[src/rtl/seg_pkg.sv]
// Shared types, constants and message table for the 7-segment message engine.
package seg_pkg;

    localparam logic [3:0] BLANK_CODE  = 4'd10;
    localparam int         MSG_MAX_LEN = 15;

    typedef struct packed {
        logic [3:0]                   len;
        logic [MSG_MAX_LEN-1:0][3:0] chars;
    } msg_t;

    typedef enum logic [1:0] {
        S_IDLE,
        S_FILL,
        S_COMMIT,
        S_HOLD
    } state_t;

    function automatic msg_t msg_table(input logic [3:0] sel);
        msg_t m;
        m = '0;
        unique case (sel)
            4'd5: begin
                m.len      = 4'd6;
                m.chars[0] = 4'd9;
                m.chars[1] = 4'd1;
                m.chars[2] = 4'd6;
                m.chars[3] = 4'd7;
                m.chars[4] = 4'd2;
                m.chars[5] = 4'd3;
            end
            4'd6: begin
                m.len = 4'd10;
                for (int i = 0; i < 10; i++) begin
                    m.chars[i] = 4'(i);
                end
            end
            default: ;
        endcase
        return m;
    endfunction

    function automatic logic [3:0] msg_len(input logic [3:0] sel);
        msg_t m;
        m = msg_table(sel);
        return m.len;
    endfunction

    // Single read port: positions past the message end read as blank.
    function automatic logic [3:0] msg_char(input logic [3:0] sel,
                                            input logic [7:0] idx);
        msg_t m;
        m = msg_table(sel);
        if (idx < 8'(m.len)) begin
            return m.chars[idx[3:0]];
        end
        return BLANK_CODE;
    endfunction

endpackage

[src/rtl/seg_debounce.sv]
// Two-flop synchroniser plus stability counter for the message select;
// pulses accept when a new value has been stable long enough.
module seg_debounce
    import seg_pkg::*;
#(
    parameter int DEBOUNCE = 1_000_000
) (
    input  logic       clk,
    input  logic       rst,
    input  logic [3:0] sw,
    output logic [3:0] sel,
    output logic       accept
);

    logic [3:0]  s1;
    logic [3:0]  s2;
    logic [3:0]  held;
    logic [31:0] cnt;
    logic [31:0] cnt_nx;
    logic        acc_vld;

    // Counter saturates so a stable, already-accepted value never refires.
    always_comb begin
        cnt_nx = '0;
        if (s2 != held) begin
            cnt_nx = 32'd1;
        end else if (cnt == 32'(DEBOUNCE)) begin
            cnt_nx = cnt;
        end else begin
            cnt_nx = cnt + 32'd1;
        end
        accept = (cnt_nx == 32'(DEBOUNCE)) && (!acc_vld || (s2 != sel));
    end

    always_ff @(posedge clk) begin
        if (rst) begin
            s1      <= '0;
            s2      <= '0;
            held    <= '0;
            cnt     <= '0;
            sel     <= '0;
            acc_vld <= 1'b0;
        end else begin
            s1   <= sw;
            s2   <= s1;
            held <= s2;
            cnt  <= cnt_nx;
            if (accept) begin
                sel     <= s2;
                acc_vld <= 1'b1;
            end
        end
    end

endmodule

[src/rtl/seg_msg_scroller.sv]
// Message engine: builds frames digit by digit into a shadow buffer and
// commits them atomically; long messages scroll on a prescaled tick.
module seg_msg_scroller
    import seg_pkg::*;
#(
    parameter int NUM_DIGITS  = 6,
    parameter int DIGIT_W     = 32,
    parameter int TICK_DIV    = 25_000_000,
    parameter int DEBOUNCE    = 1_000_000,
    parameter int GAP         = 2,
    parameter int BLINK_TICKS = 1
) (
    input  logic                               clk,
    input  logic                               rst,
    input  logic [9:0]                         sw,
    output logic [NUM_DIGITS-1:0][DIGIT_W-1:0] num,
    output logic                               scrolling,
    output logic                               frame_upd
);

    localparam int IW = (NUM_DIGITS > 1) ? $clog2(NUM_DIGITS) : 1;

    logic [3:0]    sel;
    logic          accept;
    logic          sw9_s1;
    logic          sw9_sync;
    state_t        state;
    logic [IW-1:0] idx;
    logic [7:0]    offset;
    logic          pending;
    logic [3:0]    shadow [NUM_DIGITS];
    logic [3:0]    disp   [NUM_DIGITS];
    logic [31:0]   presc;
    logic [31:0]   bcnt;
    logic          tick;
    logic          blink_phase;
    logic [3:0]    len;
    logic          long_msg;
    logic [7:0]    per;
    logic [7:0]    sum;
    logic [7:0]    pos;
    logic [7:0]    rd_idx;
    logic [3:0]    digit;
    logic          unused_sw;

    assign unused_sw = ^sw[8:4];

    seg_debounce #(
        .DEBOUNCE (DEBOUNCE)
    ) u_debounce (
        .clk    (clk),
        .rst    (rst),
        .sw     (sw[3:0]),
        .sel    (sel),
        .accept (accept)
    );

    // offset < per and idx < per, so one conditional subtract wraps.
    always_comb begin
        len      = msg_len(sel);
        long_msg = 8'(len) > 8'(NUM_DIGITS);
        per      = 8'(len) + 8'(GAP);
        sum      = offset + 8'(idx);
        pos      = (sum >= per) ? sum - per : sum;
        rd_idx   = long_msg ? pos : 8'(idx);
        digit    = msg_char(sel, rd_idx);
        tick     = presc == 32'(TICK_DIV - 1);
    end

    always_ff @(posedge clk) begin
        if (rst) begin
            state     <= S_IDLE;
            idx       <= '0;
            offset    <= '0;
            pending   <= 1'b0;
            scrolling <= 1'b0;
            frame_upd <= 1'b0;
            for (int d = 0; d < NUM_DIGITS; d++) begin
                shadow[d] <= BLANK_CODE;
                disp[d]   <= BLANK_CODE;
            end
        end else begin
            frame_upd <= 1'b0;
            if (tick && state != S_HOLD) begin
                pending <= 1'b1;
            end
            if (accept) begin
                state   <= S_FILL;
                idx     <= '0;
                offset  <= '0;
                pending <= 1'b0;
            end else begin
                unique case (state)
                    S_IDLE: ;
                    S_FILL: begin
                        shadow[idx] <= digit;
                        if (idx == IW'(NUM_DIGITS - 1)) begin
                            state <= S_COMMIT;
                        end else begin
                            idx <= idx + 1'b1;
                        end
                    end
                    S_COMMIT: begin
                        disp      <= shadow;
                        frame_upd <= 1'b1;
                        scrolling <= long_msg;
                        state     <= S_HOLD;
                    end
                    S_HOLD: begin
                        if (tick || pending) begin
                            pending <= 1'b0;
                            if (scrolling) begin
                                offset <= (offset == per - 8'd1) ?
                                          8'd0 : offset + 8'd1;
                                idx    <= '0;
                                state  <= S_FILL;
                            end
                        end
                    end
                endcase
            end
        end
    end

    always_ff @(posedge clk) begin
        if (rst) begin
            presc       <= '0;
            bcnt        <= '0;
            blink_phase <= 1'b0;
            sw9_s1      <= 1'b0;
            sw9_sync    <= 1'b0;
            for (int d = 0; d < NUM_DIGITS; d++) begin
                num[d] <= DIGIT_W'(BLANK_CODE);
            end
        end else begin
            assert (TICK_DIV >= NUM_DIGITS + 2);
            presc    <= tick ? 32'd0 : presc + 32'd1;
            sw9_s1   <= sw[9];
            sw9_sync <= sw9_s1;
            if (!sw9_sync) begin
                blink_phase <= 1'b0;
                bcnt        <= '0;
            end else if (tick) begin
                if (bcnt == 32'(BLINK_TICKS - 1)) begin
                    bcnt        <= '0;
                    blink_phase <= ~blink_phase;
                end else begin
                    bcnt <= bcnt + 32'd1;
                end
            end
            for (int d = 0; d < NUM_DIGITS; d++) begin
                num[NUM_DIGITS-1-d] <= (sw9_sync && blink_phase) ?
                                       DIGIT_W'(BLANK_CODE) :
                                       DIGIT_W'(disp[d]);
            end
        end
    end

endmodule

[config.mk]
export PLATFORM = sky130hd
export DESIGN_NAME = seg_msg_scroller
export DESIGN_NICKNAME = d
export VERILOG_FILES = /design/src/rtl/seg_pkg.sv /design/src/rtl/seg_debounce.sv /design/src/rtl/seg_msg_scroller.sv
export SDC_FILE = /design/constraint.sdc
export NUM_CORES = 1
export LEC_CHECK = 0
export ABC_AREA = 1
export CAP_MARGIN = 20
export CORE_ASPECT_RATIO = 0.9
export CORE_MARGIN = 2
export CORE_UTILIZATION = 45
export CTS_BUF_LIST = sky130_fd_sc_hd__clkbuf_8
export CTS_CLUSTER_DIAMETER = 150
export DETAILED_ROUTE_END_ITERATION = 16
export GPL_TIMING_DRIVEN = 0
export PLACE_DENSITY = 0.68
export SLEW_MARGIN = 25
export SYNTH_ARGS = -nofsm -noshare
export SYNTH_HDL_FRONTEND = slang
export SYNTH_SLANG_ARGS = --single-unit
[constraint.sdc]
create_clock -name clk -period 4.4 [get_ports clk]
set_input_delay 0.88 -clock clk [delete_from_list [all_inputs] [get_ports clk]]
set_output_delay 0.88 -clock clk [all_outputs]
set_load 0.05 [all_outputs]
; After elaboration in Yosys (flattened, before gate mapping)
; Cells that the tools add are included.
[word_totals]
latch_bits = 0
rom_bits = 0
reg_bits = 372
mem_bits_rw = 0
elab_cells = 133
out_inout_bits = 194
inputBits = 12
n_memories = 0
[classes]
reduce_logical = 22
div_mod_pow = 0
n_eq_ne = 20
add_sub_neg = 9
shifts = 0
n_mul = 0
n_lt_le_gt_ge = 6
bitwise = 4
mux = 30
[ops]
columns = operator, n
row1 = $add A32 B1 Y32 const B, 3
row2 = $mux W32, 3
row3 = $eq A32 B20 Y1 const B, 2
row4 = $pmux W23 S2, 1
row5 = $eq A32 B25 Y1 const B, 1
row6 = $logic_not A32 Y1, 1
row7 = $bwmux W24, 1
row8 = $mux W8, 3
row9 = $bmux W4 S4, 1
row10 = $mux W16, 1
row11 = $mux W4, 4
row12 = $demux W4 S3, 1
row13 = $reduce_and A4 Y1, 3
row14 = $ne A2 B2 Y1 const B, 5
row15 = $mux W3, 3
row16 = $ne A3 B3 Y1 const B, 3
row17 = $add A8 B1 Y8 const B, 1
row18 = $add A8 B3 Y8, 1
row19 = $eq A4 B3 Y1 const B, 2
row20 = $eq A8 B8 Y1, 1
row21 = $ge A8 B5 Y1, 1
row22 = $lt A8 B4 Y1, 1
row23 = $ne A4 B4 Y1, 2
row24 = $pmux W4 S2, 1
row25 = 26 further kinds, 45

; Longest topological paths before layout
; Gate-level depths: netlist of the first run.
[logic_depth]
word_depth = 11
mapped_depth = 28
mapped_depth_nobuf = 28

; Hierarchy
; From an unflattened synthesis of the first run, not the netlist that was laid out.
[hier_totals]
cells_unflattened = 1786
hier_area_um2 = 12059.1
[modules_own_cells]
columns = mod, instances, area_per_inst_um2, cells_per_inst, seq_area_each_um2
row1 = seg_msg_scroller, 1, 9024.9, 1273, 3103.0
row2 = seg_debounce, 1, 3034.2, 513, 980.9

; Worst setup path before layout of the first run
; OpenSTA, ideal clock, no wires.
[synth_path]
path_kind = register to register
from = register idx[0]
to = register shadow[21] (netlist name)
setup_ns = 0.134
path_buffers = 0
stages_incl_launch_ff = 22
path_slack_ns = 0.661
arrival_time_ns = 3.605
cell_sequence = dfxtp_1 -> ha_1 -> inv_1 -> fa_1 -> o21ai_2 -> xor2_1 -> inv_1 -> ha_1 -> nand2_1 -> nand2_1 -> a21oi_1 -> nand2_1 -> nand2_1 -> nand3_1 -> inv_1 -> ha_1 -> a21o_1 -> nor2_1 -> nand2_1 -> nand3b_1 -> nand2_1 -> nand3_1
[synth_between]
elab_chain_cells = 9
word_cells_on_any_way = 18
classes_between = add/sub: 2 / order compare: 4 / mux: 10 / bitwise: 1 / reduce/logical: 1
[synth_lines]
columns = element, line
row1 = from (decl), seg_msg_scroller.sv:28  ; logic [IW-1:0] idx;
row2 = from (signal assigned), seg_msg_scroller.sv:100  ; idx <= idx + 1'b1;
row3 = $add A8 B3 Y8, seg_msg_scroller.sv:63  ; sum = offset + 8'(idx);
row4 = $sub A8 B5 Y8 or $ge A8 B5 Y1 (tied branches), seg_msg_scroller.sv:64  ; pos = (sum >= per) ? sum - per : sum;
row5 = $mux W8, seg_msg_scroller.sv:64
row6 = $mux W8, seg_msg_scroller.sv:65  ; rd_idx = long_msg ? pos : 8'(idx);
row7 = $bmux W4 S4, seg_pkg.sv:55  ; return m.chars[idx[3:0]];
row8 = $mux W4 (not written as such), seg_pkg.sv:55
row9 = $mux W4, seg_pkg.sv:54  ; if (idx < 8'(m.len)) begin
row10 = $mux W4, seg_pkg.sv:57  ; return BLANK_CODE;
row11 = $bwmux W24 (*), seg_msg_scroller.sv:96  ; shadow[idx] <= digit;
row12 = "to (signal, indexed assignment)", seg_msg_scroller.sv:96
row13 = to (decl), seg_msg_scroller.sv:31  ; logic [3:0] shadow [NUM_DIGITS];
; Every way passes the cells marked *; elsewhere a longest branch is shown, timed or not. The select of a mux whose other input is x is not followed.
; A chain may end at the register's enable or synchronous reset.

; Final worst setup path of the first run
[layout_path]
from = register u_debounce.sel[3]
to = register shadow[9] (netlist name)
[layout_between]
elab_chain_cells = 11
word_cells_on_any_way = 23
classes_between = add/sub: 2 / order compare: 3 / eq/ne: 3 / mux: 11 / bitwise: 1 / reduce/logical: 3
[layout_lines]
columns = element, line
row1 = from (decl), seg_debounce.sv:11  ; output logic [3:0] sel,
row2 = from (signal assigned), seg_debounce.sv:41  ; sel <= '0;
row3 = from (signal assigned), seg_debounce.sv:49  ; sel <= s2;
row4 = $eq A4 B3 Y1, seg_pkg.sv:22  ; unique case (sel)
row5 = $pmux W4 S2, seg_pkg.sv:22
row6 = $add A4 B2 Y5, seg_msg_scroller.sv:62  ; per = 8'(len) + 8'(GAP);
row7 = $sub A8 B5 Y8 or $ge A8 B5 Y1 (tied branches), seg_msg_scroller.sv:64
row8 = $mux W8, seg_msg_scroller.sv:64
row9 = $mux W8, seg_msg_scroller.sv:65
row10 = $bmux W4 S4, seg_pkg.sv:55
row11 = $mux W4 (not written as such), seg_pkg.sv:55
row12 = $mux W4, seg_pkg.sv:54
row13 = $mux W4, seg_pkg.sv:57
row14 = $bwmux W24, seg_msg_scroller.sv:96
; Several ways; a longest one is shown, not always the timed one. The select of a mux whose other input is x is not followed.

==> results of run 1 <==
cells by family (layout without fill, tap and decap cells):
logic type / count (synthesis) / in the layout / synth area share
AOI/OAI and AO/OA: 121 / 121 / 0.0555
xor gates and xnor gates: 33 / 33 / 0.0243
adders and majority gates: 22 / 22 / 0.0244
buffers and inverters: 417 / 517 / 0.187
DFF: 204 / 204 / 0.343
muxes: 1 / 1 / 0.000842
other: 1 / 168 / 0.000315
and+or+nand+nor: 1005 / 1005 / 0.364
tightest hold or removal path, delay by kind of cell (launching register included):
kind                   cells  cell delay, ns
DFF                        1            0.30
and+or+nand+nor            1            0.03
buffers and inverters      1            0.04
through the flow:
step / utilization / total power [mW] / worst slack, ns
3_3_place_gp: 0.510 / 2.43 / -0.250
4_1_cts: 0.542 / 4.43 / 0.0653
5_1_grt: 0.545 / 4.54 / 0.00124
3_5_place_dp: 0.510 / 2.44 / -0.323
2_1_floorplan: - / 2.40 / 0.661
6_report: 0.545 / 4.39 / 0.272
timing repair:
item,4_1_cts,5_1_grt
pin swaps,0,3
endpoints found under the setup margin,24,24
cloned,0,0
setup buffers,0,6
resized for setup,3,12
placed cells by master, fill, tap and decap left out, types with 30 or more instances in the layout:
master,instances
nand3_1,124
buf_4,175
nand4_1,30
clkdlybuf4s50_1,31
o21ai_0,38
inv_1,219
conb_1,168
dfxtp_1,201
nor2_1,290
clkbuf_8,42
nand2_1,424
a21oi_1,58
nor3_1,51
final timing paths:
check	startpoint	end	slack (ns)	depth (start not counted)
worst min-delay path	u_debounce.s1[0]	u_debounce.s2[0]	0.40	2
worst max-delay path	u_debounce.sel[3]	shadow[9]	0.27	23
worst min register to register	u_debounce.s1[0]	u_debounce.s2[0]	0.40	2
worst max register to register	u_debounce.sel[3]	shadow[9]	0.27	23
flip-flops by register name (all words and copies together), names as in the netlist, 8 cells and up:
register and flops:
bcnt 32, presc 32, u_debounce.cnt 32, disp 24, num 24, shadow 24, offset 8
area by class of cell:
type / instances / area, um^2 / share of cell area
Clock inverter: 21 / 229 / 0.0162
Timing Repair Buffer: 37 / 355 / 0.0251
Clock buffer: 42 / 578 / 0.0408
Sequential cell: 204 / 4090 / 0.289
Tap cell: 348 / 435 / 0.0307
Multi-Input combinational cell: 1350 / 6240 / 0.441
Inverter: 218 / 825 / 0.0582
Buffer: 199 / 1410 / 0.0995
power groups by stage:
stage | registers, mW | clock network, mW | logic (mW)
after global placement | 1.90 | 0 | 0.530
after global routing | 1.86 | 2.11 | 0.569
final | 1.86 | 1.99 | 0.539
after detailed placement | 1.90 | 0 | 0.531
after floorplan | 1.90 | 0 | 0.496
after CTS | 1.86 | 2.03 | 0.531
cell usage after synthesis (2+ instances only):
library cell | count | area share
nor3b_1 | 7 | 0.0044
a21oi_1 | 59 | 0.025
a31oi_1 | 3 | 0.0016
dfxtp_1 | 204 | 0.34
inv_2 | 4 | 0.0013
ha_1 | 20 | 0.021
buf_6 | 3 | 0.0028
nand3_1 | 124 | 0.052
nor2_1 | 291 | 0.092
nand4_1 | 30 | 0.016
nand2_1 | 424 | 0.13
and3_1 | 2 | 0.0011
and2_1 | 2 | 0.0011
xnor2_1 | 10 | 0.0074
o22ai_1 | 2 | 0.0011
nand3b_1 | 6 | 0.0038
buf_2 | 4 | 0.0017
or2_2 | 23 | 0.012
o21bai_1 | 6 | 0.0038
nand2_2 | 3 | 0.0016
xor2_1 | 23 | 0.017
inv_1 | 212 | 0.067
clkbuf_1 | 23 | 0.0073
a211oi_1 | 4 | 0.0025
nor4_1 | 20 | 0.011
fa_1 | 2 | 0.0034
nor3_1 | 52 | 0.022
nor2_2 | 15 | 0.0079
nor2_4 | 2 | 0.0019
buf_4 | 169 | 0.11
o21ai_0 | 38 | 0.016
routing by layer:
layer / vias up / wire [um] / GRT usage
met5: - / 0 / 0
met4: 0 / 600 / 0.0611
met3: 46 / 1530 / 0.0288
met2: 308 / 13100 / 0.331
met1: 5003 / 13300 / 0.267
li1: 5831 / - / -
==> impl_metrics.yaml, run 1 <==
global_route:
  grt_pass1_vias: 9825
  grt_overflow_total: 0
  grtUsageTotal: 0.199
  antenna_found_initial: 0
  grt_pass1_wl_mm: 45.8
  grt_max_degree: 11
cts:
  cts_buffer_depth: 3
  cts.sinks: 204
  h-tree-depth: 2
  clockRootBuffer: "clkbuf_8"
  cts_tree: "built"
  clk_latency_ns: 0.55
  clk_pin_slew_worst_paths_ns: 0.07
  cts_hold_buf: 0
  numCtsBuffers: 36
sta:
  drv_slew: 0
  slew_headroom: 0.553
  fin_crit_sh: 0.938
  setup_viol: 0
  fmax_mhz: 242
  fin_setup_tns_ns: 0
  skew_ns: 0.0297
  finalHoldViolCount: 0
  rsz0062_at_grt: "false"
  worst_slew_pin_slew_ns: 0.671
  fin_hold_ws_ns: 0.401
  period_needed_ns: 4.13
cells_and_area:
  syn_to_final_growth_pct: 19.1
  antenna_cells: 0
  fillers: 2589
  final_nets: 2080
  drive_above_1_share: 0.144
  fin_area_um2: 14200
  stdcell_count: 2419
worst_setup_path:
  path_buf_inv: 4
  cp_top_family: "simple AND/OR/NAND/NOR gates"
  worstPathMaxFanout: 6
  crit_type: "reg2reg"
  worstPathArrival_ns: 4.54
  crit_path_cell_trace: "inv_1, nand2_1, nor3_4, inv_1, ha_1, inv_1, ha_1, a21oi_1, nand2_1, nand2_1, nand2_1, a21oi_4, nand2_1, nand2_1, nand3_1, inv_2, ha_1, a21o_1, nor2_1, nand2_1, nand3b_1, nand2_1, nand2_1"
  cpMostUsedCell: "nand2_1"
  worstPathRequired_ns: 4.82
  critical_path.startpoint_type: "flip-flop"
  max_stage_delay_ns: 0.33
  cpMaxStageDelayCell: "nand3b_1"
  end_kind: "flip-flop"
detailed_routing:
  vias: 11200
  route.detailed.drc: 0
  via_per_inst: 4.63
  drt_iter0_drc: 745
  ant_nets: 0
  dr.pass1.iters: 5
  routed_wl_mm: 28.5
  wl_per_cell_um: 11.8
placement:
  numPortBuffers: 31
  placed_cells: 2350
  place_hpwl_mm: 21.6
  placed_cell_area_um2: 13300
  place_congestion: 0.947
die:
  core_um2: 26000
  rows: 56
  die_y_um: 158
  initial_core_util: 0.458
  io_pins: 206
  die_w_um: 175
  die-area_um2: 27800
power:
  powerDensity_nw_per_um2: 310
  p_leak_nw: 6.38
  vdd.ir_drop.worst_uv: 257
  switching_share: 0.280
  intPower_mw: 3.16
  comb_power_share: 0.123
  power_frac_clock: 0.453
  p_seq_frac: 0.424
  p_sw_mw: 1.23
logic_synthesis:
  synth.avg_cell_area_um2: 6.59
  synthCells: 1804
  synthArstFlopShare: 0
  ys_ff_latch: 204
  synth-edff-count: 0
  ys_types: 48
  yosysSeqAreaShare: 0.343
  synthesis.area_um2: 11900
  synth_ff_type: "dfxtp_1"
  yosys_warnings: 0
run_status:
  outcome: "completed"
flow_run:
  drv_cap: 0
min_path:
  hp-class: "reg2reg"
No activity file was read; power rests on OpenSTA's default activity.
==> run 2, diff against run 1 <==
==> constraint.sdc (replaced) <==
create_clock -name clk -period 4.2 [get_ports clk]
set_input_delay 0.42 -clock clk [delete_from_list [all_inputs] [get_ports clk]]
set_output_delay 0.42 -clock clk [all_outputs]
set_load 0.05 [all_outputs]
==> impl_metrics.yaml, run 2 (same netlist as run 1, synthesis figures left out) <==
run_status:
  outcome: "completed"
die:
  initial_core_util: 0.458
  die_w_um: 175
  rows: 56
  core_um2: 26000
  die_y_um: 158
  io_pins: 206
  die-area_um2: 27800
placement:
  place_congestion: 0.947
  place_hpwl_mm: 21.6
  numPortBuffers: 31
  placed_cell_area_um2: 13300
sta:
  fmax_mhz: 252
  fin_hold_ws_ns: 0.324
  worst_slew_pin_slew_ns: 0.668
  drv_slew: 0
  slew_headroom: 0.555
  fin_setup_tns_ns: 0
  setup_viol: 0
  fin_crit_sh: 0.945
  skew_ns: 0.0243
  period_needed_ns: 3.97
  finalHoldViolCount: 0
cells_and_area:
  antenna_cells: 0
  multiInputGateArea_um2: 6290
  regArea_um2: 4090
  fillers: 2586
  syn_to_final_growth_pct: 19.5
  drive_above_1_share: 0.148
  final_common_cell: "nand2_1"
  fin_area_um2: 14200
  mostFrequentLayoutCells: "nand2_1 (422), nor2_1 (289), inv_1 (219)"
  final_nets: 2080
  reg_top3: "bcnt x32, presc x32, u_debounce.cnt x32"
power:
  p_sw_mw: 1.28
  powerDensity_nw_per_um2: 323
  intPower_mw: 3.31
  p_seq_frac: 0.425
  p_leak_nw: 6.39
  power_frac_clock: 0.452
  vdd.ir_drop.worst_uv: 269
  finalPower_mw: 4.59
  switching_share: 0.279
  comb_power_share: 0.123
detailed_routing:
  dr.pass1.iters: 5
  via_per_inst: 4.62
  routed_wl_mm: 28.5
  vias: 11200
  drt_iter0_drc: 715
  wl_per_cell_um: 11.8
  ant_nets: 0
  route.detailed.drc: 0
worst_setup_path:
  reg2reg_depth: 21
  rrSetupSlack_ns: 0.23
  max_stage_delay_ns: 0.39
  reg2reg_to: "shadow[21]"
  cpMostUsedCell: "nand2_1"
  crit_path_cell_trace: "ha_1, inv_1, fa_2, o21ai_2, xor2_1, inv_1, ha_4, nand2_1, nand2_1, a21oi_4, nand2_2, nand2_1, nand3_1, inv_2, ha_1, a21o_1, nor2_2, nand2_1, nand3b_1, nand2_1, nand3_1"
  critical_path.startpoint_type: "flip-flop"
  worstPathMaxFanout: 6
  end_kind: "flip-flop"
  crit_type: "reg2reg"
  worstPathArrival_ns: 4.37
  cpMaxStageDelayCell: "dfxtp_2"
  worstPathRequired_ns: 4.60
  reg2reg_from: "offset[0]"
flow_run:
  drv_cap: 0
global_route:
  grt_pass1_wl_mm: 45.9
  grt_pass1_vias: 9830
  grtUsageTotal: 0.199
  grt_max_degree: 11
  antenna_found_initial: 0
  grt_overflow_total: 0
cts:
  clk_latency_ns: 0.54
  cts.sinks: 204
  h-tree-depth: 2
  clk_pin_slew_worst_paths_ns: 0.06
  numCtsBuffers: 36
  cts_buffer_depth: 3
  cts_tree: "built"
  clockRootBuffer: "clkbuf_8"
  cts_hold_buf: 0
min_path:
  hp-class: "in2reg"
  hold_depth: 2
  hold_path.startpoint: "rst"
  holdPathEnd: "u_debounce.held[0]"
## run 2: critical path: cells and delay by family (launching register included)
kind                       cells  cell delay (ns)
and+or+nand+nor               10             1.28
xor gates and xnor gates       1             0.17
buffers and inverters          3             0.29
DFF                            1             0.39
AOI/OAI and AO/OA              3             0.59
adders and majority gates      4             1.10
## run 2: final cells by class
class / count / area share
clock buffer: 42 / 0.0407
sequential: 204 / 0.288
tap: 348 / 0.0306
buffer: 199 / 0.0991
multi-input combinational: 1350 / 0.442
timing repair buffer: 37 / 0.0250
clock inverter: 21 / 0.0161
inverter: 218 / 0.0580
## run 2: power groups by stage
stage	logic, mW	registers, mW	clock network [mW]
finish	0.565	1.95	2.08
CTS	0.557	1.95	2.13
floorplan	0.520	1.99	0
detailed placement	0.557	1.99	0
global route	0.596	1.95	2.21
global placement	0.555	1.99	0
## run 2: how the worst max path moves through the flow
| stage | start | to | cells past startpoint |
|---|---|---|---|
| finish | offset[0] | shadow[21] | 21 |
| global route | u_debounce.sel[3] | shadow[21] | 25 |
| CTS | idx[0] | shadow[21] | 21 |
| detailed placement | u_debounce.sel[0] | shadow[21] | 22 |
| global placement | u_debounce.sel[0] | shadow[21] | 22 |
| floorplan | idx[0] | shadow[21] | 21 |
## run 2: through the flow
stage | worst slack [ns] | util | instances
after floorplan | 0.461 | - | 1971
after global placement | -0.450 | 0.510 | 2350
after detailed placement | -0.523 | 0.510 | 2350
after CTS | 0.00138 | 0.543 | 2414
after global routing | -0.00621 | 0.547 | 2419
final | 0.231 | 0.547 | 2419
## run 2: per-layer routing
layer	GRT usage	up-vias	share of wire
met5	0	-	0
met4	0.0611	0	0.020
li1	-	5836	-
met2	0.332	291	0.46
met3	0.0288	43	0.053
met1	0.267	4994	0.47
## run 2: what timing repair did
action                     CTS  global route
setup endpoints to repair   24            24
resized for setup            7            17
pin swaps                    2             3
setup buffers                1             5
==> run 3, diff against run 2 <==
CORE_MARGIN = not set   (was 2)
==> impl_metrics.yaml, run 3 (same netlist as run 1, synthesis figures left out) <==
global_route:
  grt_pass1_wl_mm: 46.2
  grt_overflow_total: 0
  grtUsageTotal: 0.205
  grt_pass1_vias: 9675
  antenna_found_initial: 0
  grt_max_degree: 11
placement:
  numPortBuffers: 31
  place_hpwl_mm: 21.1
  placed_cell_area_um2: 13300
  place_congestion: 0.938
  placed_cells: 2350
  dp_slack_ns: -0.507
sta:
  fin_ws_ns: 0.275
  period_needed_ns: 3.93
  skew_ns: 0.0323
  fmax_mhz: 255
  fin_hold_ws_ns: 0.267
  drv_slew: 0
  finalHoldViolCount: 0
  setup_viol: 0
  fin_setup_tns_ns: 0
  slew_headroom: 0.519
  worst_slew_pin_slew_ns: 0.714
  fin_crit_sh: 0.935
cts:
  clockRootBuffer: "clkbuf_8"
  cts_hold_buf: 0
  cts_tree: "built"
  clk_pin_slew_worst_paths_ns: 0.06
  numCtsBuffers: 36
  cts.sinks: 204
  clk_latency_ns: 0.54
  h-tree-depth: 2
  cts_buffer_depth: 3
power:
  p_leak_nw: 6.31
  vdd.ir_drop.worst_uv: 189
  finalPower_mw: 4.34
  powerDensity_nw_per_um2: 307
run_status:
  outcome: "completed"
detailed_routing:
  route.detailed.drc: 0
  wl_per_cell_um: 11.5
  routed_wl_mm: 27.7
  via_per_inst: 4.57
  vias: 11000
  dr.pass1.iters: 6
  ant_nets: 0
  drt_iter0_drc: 696
worst_setup_path:
  cp_top_family: "simple AND/OR/NAND/NOR gates"
  max_stage_delay_ns: 0.47
  path_buf_inv: 3
  end_kind: "flip-flop"
  worstPathRequired_ns: 4.59
  cpMostUsedCell: "nand2_1"
  crit_path_cell_trace: "inv_1, fa_2, o21ai_4, xor2_1, inv_1, ha_4, nand2_2, nand2_1, a21oi_4, nand2_2, nand2_1, nand3_2, inv_2, ha_1, a21o_1, nor2_2, nand2_1, nand3b_1, nand2_1, nand3_1"
  critical_path.startpoint_type: "flip-flop"
  worstPathMaxFanout: 9
  cpMaxStageDelayCell: "fa_2"
  worstPathArrival_ns: 4.32
  crit_type: "reg2reg"
cells_and_area:
  stdcell_count: 2410
  final_common_cell: "nand2_1"
  reg_top3: "bcnt x32, presc x32, u_debounce.cnt x32"
  mostFrequentLayoutCells: "nand2_1 (421), nor2_1 (289), inv_1 (218)"
  final_nets: 2077
  fin_area_um2: 14100
  drive_above_1_share: 0.146
  fin_util: 0.543
  syn_to_final_growth_pct: 18.6
  antenna_cells: 0
die:
  rows: 56
  die-area_um2: 27100
  die_y_um: 156
  io_pins: 206
  initial_core_util: 0.458
  core_um2: 26000
  die_w_um: 173
min_path:
  hp-class: "in2reg"
flow_run:
  drv_cap: 0
[run 3: cell types whose count changed in the layout (fill, tap and decap cells not counted), sizes merged]
cell	change
inv	-2
clkinvlp	+1
clkbuf	-1
clkinv	-1
buf	-3
bufinv	-3
[run 3: per-layer routing]
metal | GRT usage | wire [um] | up-vias | share of wire
li1 | - | - | 5834 | -
met1 | 0.278 | 13300 | 4860 | 0.48
met2 | 0.336 | 12400 | 280 | 0.45
met3 | 0.0313 | 1440 | 48 | 0.052
met4 | 0.0607 | 541 | 0 | 0.020
met5 | 0 | 0 | - | 0
[run 3: power breakdown]
group / leakage, nW / switching (mW) / internal, mW
logic: 4.28 / 0.426 / 0.137
clock network: 0.384 / 0.814 / 1.01
registers: 1.65 / 0.00707 / 1.94
[run 3: path summary, 6_finish.rpt]
| path | start | endpoint | slack (ns) | cells past startpoint |
|---|---|---|---|---|
| setup / recovery | idx[1] | shadow[21] | 0.27 | 20 |
| hold / removal | rst | u_debounce.held[0] | 0.27 | 2 |
| hold reg to reg | u_debounce.s1[0] | u_debounce.s2[0] | 0.40 | 2 |
| setup reg to reg | idx[1] | shadow[21] | 0.27 | 20 |
[run 3: cell type report]
class | count | area [um^2]
Multi-Input combinational cell | 1350 | 6320
Tap cell | 348 | 435
Fill cell | 2619 | 11900
Timing Repair Buffer | 34 | 333
Clock buffer | 41 | 564
Clock inverter | 16 | 128
Inverter | 218 | 821
Sequential cell | 204 | 4090
Buffer | 199 | 1410
[run 3: worst register-to-register path, cell delays in order (launching register included)]
cell,delay [ns]
dfxtp_2,0.42
inv_1,0.18
fa_2,0.47
o21ai_4,0.20
xor2_1,0.18
inv_1,0.10
ha_4,0.27
nand2_2,0.09
nand2_1,0.09
a21oi_4,0.18
nand2_2,0.11
nand2_1,0.08
nand3_2,0.09
inv_2,0.10
ha_1,0.24
a21o_1,0.20
nor2_2,0.13
nand2_1,0.12
nand3b_1,0.33
nand2_1,0.15
nand3_1,0.06
[run 3: timing repair]
action | in CTS | in global routing
resized for setup | 7 | 23
pin swaps | 3 | 6
setup endpoints to repair | 24 | 24
buffers inserted | 2 | 1
